===== src/rtl/dm_port_arbiter.sv =====
// rtl/dm_port_arbiter.sv - two-requester arbiter for the single-port data memory with fixed access latency.
// Optional: define DM_P0_PRIORITY_EN for fixed port-0 priority instead of round-robin.
module dm_port_arbiter #(
    parameter int AW  = 7,
    parameter int DW  = 32,
    parameter int LAT = 2
) (
    input  logic          clk,
    input  logic          rst,
    input  logic          p0_req,
    input  logic          p0_we,
    input  logic [AW-1:0] p0_addr,
    input  logic [DW-1:0] p0_wdata,
    output logic          p0_gnt,
    output logic          p0_done,
    output logic [DW-1:0] p0_rdata,
    input  logic          p1_req,
    input  logic          p1_we,
    input  logic [AW-1:0] p1_addr,
    input  logic [DW-1:0] p1_wdata,
    output logic          p1_gnt,
    output logic          p1_done,
    output logic [DW-1:0] p1_rdata,
    output logic          mem_en,
    output logic          mem_we,
    output logic [AW-1:0] mem_addr,
    output logic [DW-1:0] mem_wdata,
    input  logic [DW-1:0] mem_rdata,
    output logic          stall
);

    typedef enum logic [1:0] {IDLE, ACCESS, WAIT} state_t;

    localparam logic [3:0] CNT_INIT = 4'(LAT - 1);

    state_t        state;
    logic          owner;
    logic [3:0]    cnt;
    logic [DW-1:0] rdata0_q;
    logic [DW-1:0] rdata1_q;
    logic          pick_p1;

`ifndef DM_P0_PRIORITY_EN
    logic          rr_last;
`endif

    always_comb begin
`ifdef DM_P0_PRIORITY_EN
        pick_p1 = ~p0_req;
`else
        pick_p1 = (p0_req && p1_req) ? ~rr_last : ~p0_req;
`endif
    end

    always_ff @(posedge clk or negedge rst) begin
        if (!rst) begin
            state     <= IDLE;
            owner     <= 1'b0;
            cnt       <= '0;
            p0_gnt    <= 1'b0;
            p1_gnt    <= 1'b0;
            p0_done   <= 1'b0;
            p1_done   <= 1'b0;
            rdata0_q  <= '0;
            rdata1_q  <= '0;
            mem_en    <= 1'b0;
            mem_we    <= 1'b0;
            mem_addr  <= '0;
            mem_wdata <= '0;
`ifndef DM_P0_PRIORITY_EN
            rr_last   <= 1'b1;
`endif
        end else begin
            p0_gnt  <= 1'b0;
            p1_gnt  <= 1'b0;
            p0_done <= 1'b0;
            p1_done <= 1'b0;
            mem_en  <= 1'b0;
            case (state)
                IDLE: begin
                    if (p0_req || p1_req) begin
                        // mem_we/addr/wdata double as the latched request; they hold until the next grant
                        owner     <= pick_p1;
                        mem_we    <= pick_p1 ? p1_we    : p0_we;
                        mem_addr  <= pick_p1 ? p1_addr  : p0_addr;
                        mem_wdata <= pick_p1 ? p1_wdata : p0_wdata;
                        mem_en    <= 1'b1;
                        p0_gnt    <= ~pick_p1;
                        p1_gnt    <= pick_p1;
                        state     <= ACCESS;
                    end
                end
                ACCESS: begin
                    cnt   <= CNT_INIT;
                    state <= WAIT;
`ifndef DM_P0_PRIORITY_EN
                    rr_last <= owner;
`endif
                    if (LAT == 1) begin
                        p0_done <= ~owner;
                        p1_done <= owner;
                    end
                end
                WAIT: begin
                    if (cnt == 4'd0) begin
                        if (!mem_we) begin
                            if (owner) rdata1_q <= mem_rdata;
                            else       rdata0_q <= mem_rdata;
                        end
                        state <= IDLE;
                    end else begin
                        cnt <= cnt - 4'd1;
                        // done is registered one edge early so it lines up with the counter reaching 0
                        if (cnt == 4'd1) begin
                            p0_done <= ~owner;
                            p1_done <= owner;
                        end
                    end
                end
                default: state <= IDLE;
            endcase
        end
    end

    // Memory data is valid during the done cycle; the register takes over from the next cycle
    assign p0_rdata = (p0_done && !mem_we) ? mem_rdata : rdata0_q;
    assign p1_rdata = (p1_done && !mem_we) ? mem_rdata : rdata1_q;
    assign stall    = p0_req & ~p0_done;

endmodule


===== config.mk =====
export PLATFORM = sky130hd
export DESIGN_NAME = dm_port_arbiter
export DESIGN_NICKNAME = d
export VERILOG_FILES = /design/src/rtl/dm_port_arbiter.sv
export SDC_FILE = /design/constraint.sdc
export NUM_CORES = 1
export LEC_CHECK = 0
export BUFFER_PORTS_ARGS = -buffer_cell sky130_fd_sc_hd__buf_2
export CAP_MARGIN = 5
export CORE_MARGIN = 2
export CORE_UTILIZATION = 40
export DETAILED_ROUTE_END_ITERATION = 10
export GPL_ROUTABILITY_DRIVEN = 0
export MAX_ROUTING_LAYER = met4
export PLACE_DENSITY = 0.79
export SLEW_MARGIN = 20
export SYNTH_ARGS = -nofsm -noshare
export SYNTH_HDL_FRONTEND = slang
export SYNTH_SLANG_ARGS = --single-unit

===== constraint.sdc =====
create_clock -name clk -period 2.7 [get_ports clk]
set_input_delay 0.135 -clock clk [delete_from_list [all_inputs] [get_ports clk]]
set_output_delay 0.135 -clock clk [all_outputs]
set_load 0.1 [all_outputs]

# ---- Word level (Yosys, flattened, before mapping)
# Index checks and enable logic that the tools add are counted.
dict set report totals {
  ff_bits 117
  latch_bits 0
  ramBits 0
  romBits 0
  out_inout_bits 110
  memories 0
}
dict set report op_classes {
  add_sub_neg 1
  n_mul 0
  div_mod_pow 0
  order_cmp 0
  n_eq_ne 6
  n_shift 0
  mux 23
  bitwise 7
  reduce_logical 13
}
# operator n
set ops {}
lappend ops {{two-way mux 32 bit} 3}
lappend ops {{two-way mux 1 bit} 14}
lappend ops {{case mux 4 bit (2 select lines)} 1}
lappend ops {{AND reduction 4 bit} 2}
lappend ops {{two-way mux 7 bit} 1}
lappend ops {{!= test 2 bit, second input constant} 3}
lappend ops {{inverter 1 bit} 6}
lappend ops {{case mux 2 bit (3 select lines)} 1}
lappend ops {{AND reduction 2 bit} 3}
lappend ops {{equality test 4 x 1 -> 1 bit, second input constant} 1}
lappend ops {{zero test 4 bit} 1}
lappend ops {{two-way mux 2 bit} 2}
lappend ops {{two-way mux 4 bit} 1}
lappend ops {{subtractor 4 x 1 -> 4 bit, second input constant} 1}
lappend ops {{logical AND 1 bit} 3}
lappend ops {{equality test 2 x 1 -> 1 bit, second input constant} 1}
lappend ops {{equality test 2 bit, second input constant} 1}
lappend ops {{zero test 2 bit} 1}
lappend ops {{nonzero test 2 bit} 1}
lappend ops {{bitwise AND 1 bit} 1}
lappend ops {{zero test 1 bit} 1}
lappend ops {{logical OR 1 bit} 1}

# ---- Logic depth before layout (Yosys ltp)
dict set report logic_depth {
  depth_word 5
  depth_mapped 7
  mapped_depth_nobuf 5
}

# ---- Worst setup path before layout
# No wires, ideal clock.
dict set report synth_timing {
  kind {register to output}
  from {register mem_we}
  to {output port p0_rdata[11]}
  t_arrival_ns 2.283
  required_time_ns 2.565
  path_slack_ns 0.282
  stages_incl_launch_ff 5
  path_buffers 2
  cell_sequence {dfrtp_1 > nand2b_1 > clkbuf_1 > buf_2 > mux2_1}
}
dict set report synth_between {
  elab_chain_len 3
}
# element line_no
set synth_rtl {}
lappend synth_rtl {{start, declared} 25} ;# output logic mem_we,
lappend synth_rtl {{start signal, assigned} 84} ;# mem_we <= pick_p1 ? p1_we : p0_we;
lappend synth_rtl {{zero test 1 bit} 126} ;# assign p0_rdata = (p0_done && !mem_we) ? mem_rdata : rdata0_q;
lappend synth_rtl {{logical AND 1 bit} 126}
lappend synth_rtl {{two-way mux 32 bit} 126}
lappend synth_rtl {{end, declared} 16} ;# output logic [DW-1:0] p0_rdata,
# No other way between the ends.

# ---- Worst setup path after layout
dict set report layout_timing {
  from {register state[0]}
  to {register mem_wdata[11]}
}
dict set report layout_between {
  elab_chain_len 2
}
# element line_no
set layout_rtl {}
lappend layout_rtl {{start, declared} 36} ;# state_t state;
lappend layout_rtl {{start signal, assigned} 57} ;# state <= IDLE;
lappend layout_rtl {{start signal, assigned} 90} ;# state <= ACCESS;
lappend layout_rtl {{start signal, assigned} 95} ;# state <= WAIT;
lappend layout_rtl {{zero test 2 bit} 79} ;# case (state)
lappend layout_rtl {{AND reduction 2 bit (no source line)} -}
lappend layout_rtl {{end signal, assigned} 86} ;# mem_wdata <= pick_p1 ? p1_wdata : p0_wdata;
lappend layout_rtl {{end, declared} 27} ;# output logic [DW-1:0] mem_wdata,
# No other way between the ends.
# A chain may end at the register's enable or synchronous reset.

==> summary.md <==
| Metric | Value |
|---|---|
| Core ar. | ~14,000 sq um |
| Max layer used | met4 |
| DR iter-0 viols | 276 |
| EDFF count, synth | 0 |
| Mapped Nets | 621 |
| Synth area leader | dfrtp_1 |
| Register area share after synthesis | 50.6% |
| CTS clk-pin slew, worst paths | 0.06 ns |
| Detailed Place HPWL | 10.6 mm |
| Initial antenna violation count | 1 |
| Ports | around 230 |
| IO buf count | 225 |
| Die height | around 120 um |
| Final Hold Viols | 0 |
| CP endpoint kind | flop |
| Initial DRT Pass Iterations | 5 |
| TritonCTS clock tree | done |
| Critical path peak fanout | 42 |
| Post-Syn Instances | 503 |
| Crit Path Class | flop to flop |
| Synth warn | 0 |
| Top cells by area, synth | dfrtp_1 (50%), mux2_2 (18%), mux2_1 (7.4%) |
| Worst Skew | roughly 0.0080 ns |
| Via count | 5,394 |
| Fin nets | slightly above 900 |
| RSZ-0062 raised after global routing | no |
| Critical Path AT | between 2 and 3 ns |
| Largest net degree at the start of global routing | 48 |
| Netlist Area Pre-Place | 5790 sq um |
| Ys async rst share | 100% |
| TritonCTS buffer count | 17 |
| Clock sinks | 117 |
| Full die area | between 15,000 and 20,000 sq um |
| Worst Path Required | 2.99 ns |
| Fraction of layout cells with a size suffix above 1 | 45.1% |
| Total wire length | 17.5 mm |
| Most frequent cell after synthesis | dfrtp_1 |
| Relative slew margins | 64.6% |
| Fmax | 425 MHz |
| Crit path launch type | flop |
| Min Hold Slack | 0.0233 ns |
| CTS root buffer | clkbuf_16 |
| HP Class | input port to flop |
| Starting Density | between 40% and 50% |
| Routed length on met1 | 7.23 mm |
| Synth top area share | 50.1% |
| Total gr overflow | 0 |
| Vias in the first global route | 5,576 |
| GR Util All Layers | 23.5% |
| Yosys cell types | 35 |
| Filler Cell Count | 1,063 |
| First-pass GRT wire length | 28.7 mm |
| Final worst slack | 0.350 ns |
| Met3 wire len | 1.43 mm |
| Layout area overhead | 46.8% |
| Die width | ~120 um |
| Longest Clk Path Bufs | 2 |
| Top cells by count, synth | dfrtp_1 (116), mux2_2 (91) |
| Max H-tree Level | 4 |
| Drt drc | 0 |
| Max-Cap Viols | 0 |
| Antenna Violating Nets Remaining | 0 |
| Final Max Tran Viols | 0 |
| Setup bufs post-CTS | 0 |
| Vias/cell | around 5.4 |
| Minimum clock period | approximately 2.4 ns |
| Row cnt | between 40 and 50 |
| # setup viols final | 0 |
| Final core occ | 60.8% |
| Tightest Pin Transition | 0.535 ns |
| Worst skew pair latency | a little over 0.4 ns |
| Avg Cell Area, Syn | 11.5 sq um |
| Ys flop type | dfrtp_1 |
| Final Cycle Share | 87.1% |
| Flops & latches, synth | 117 |
| Met2 routed wirelength | 8.40 mm |
| Outcome | complete, no violations |
| Setup_tns | 0 ns |
| DP Worst Slack | 0.731 ns |
| Wire per inst | between 15 and 20 um |
-- final timing paths --
path | endpoint | slack (ns) | cells after the start | startpoint
worst min register to register | rdata1_q[12]$_DFFE_PN0P_ | 0.48 | 1 | rdata1_q[12]$_DFFE_PN0P_
max in group asynchronous | mem_wdata[9]$_DFFE_PN0P_ | 1.80 | 3 | rst
min in group asynchronous | rdata0_q[5]$_DFFE_PN0P_ | 0.22 | 2 | rst
worst min-delay path | mem_wdata[17]$_DFFE_PN0P_ | 0.02 | 3 | p0_wdata[17]
worst max register to register | mem_wdata[11]$_DFFE_PN0P_ | 0.35 | 5 | state[0]$_DFFE_PN0P_
worst max-delay path | mem_wdata[11]$_DFFE_PN0P_ | 0.35 | 5 | state[0]$_DFFE_PN0P_
-- cell type report --
class | instances | area, sq um | area share [%]
flip-flops and latches | 117 | 2930 | 34.4
multi-input cells | 333 | 2610 | 30.7
repair buffers | 327 | 2120 | 25.0
clock buffers | 24 | 492 | 5.78
well taps | 180 | 225 | 2.65
clock inverters | 8 | 97.6 | 1.15
inverters | 5 | 18.8 | 0.221
diodes | 1 | 2.50 | 0.0294
-- critical path, stage by stage (launching register included) --
cell and delay (ns):
dfrtp_1 0.53, nor2_4 0.34, and2_1 0.17, buf_4 0.39, a31oi_1 0.18, dlygate4sd3_1 0.61
-- what timing repair did --
item	CTS	global route
hold buffers	87	0
resized for setup	0	0
hold endpoints to repair	107	0
-- metal layers --
| layer | vias up | global-route usage, % |
|---|---|---|
| met2 | 309 | 37.0 |
| li1 | 2457 | - |
| met1 | 2589 | 29.2 |
| met5 | - | - |
| met4 | 0 | 9.65 |
| met3 | 39 | 5.97 |
-- metrics by stage --
step	instance area (sq um)	std cells
detailed placement	7040	875
CTS	8500	994
finish	8500	995
global route	8500	995
global placement	7040	875
floorplan	5790	503
-- registers in the layout (all words and copies together) (netlist names) --
| name | cells |
|---|---|
| mem_wdata | 32 |
| mem_en | 1 |
| owner | 1 |
| mem_we | 1 |
| cnt | 4 |
| state | 2 |
| p1_done | 1 |
| p0_done | 1 |
| p1_gnt | 1 |
| p0_gnt | 1 |
| rdata0_q | 32 |
| mem_addr | 7 |
| rdata1_q | 32 |
| rr_last | 1 |
-- cells in the final DEF, fill, tap and decap left out, types with 4 or more instances in the layout --
master	Yosys	layout
nand3_1	41	41
nor2_1	9	8
mux2_1	38	38
buf_2	12	224
clkbuf_8	0	4
clkbuf_16	0	17
inv_1	5	5
a21oi_1	41	41
dfrtp_1	116	116
buf_4	3	15
a31oi_1	41	41
o21ai_0	41	41
mux2_2	91	91
dlygate4sd3_1	0	87
-- cells by family (layout without fill, tap and decap cells) --
family          after synthesis  in the layout  share of synthesized area (%)
mux                         129            129                           25.1
buf+inv                      53            364                           4.54
fa+ha+maj                     2              2                          0.432
simple gates                 70             70                           6.59
other cells                   0              1                              0
compound gates              132            132                           12.8
flops                       117            117                           50.6
Power is not shown: default switching activity piles up to over one toggle a cycle in this logic, so the estimate is an artifact.
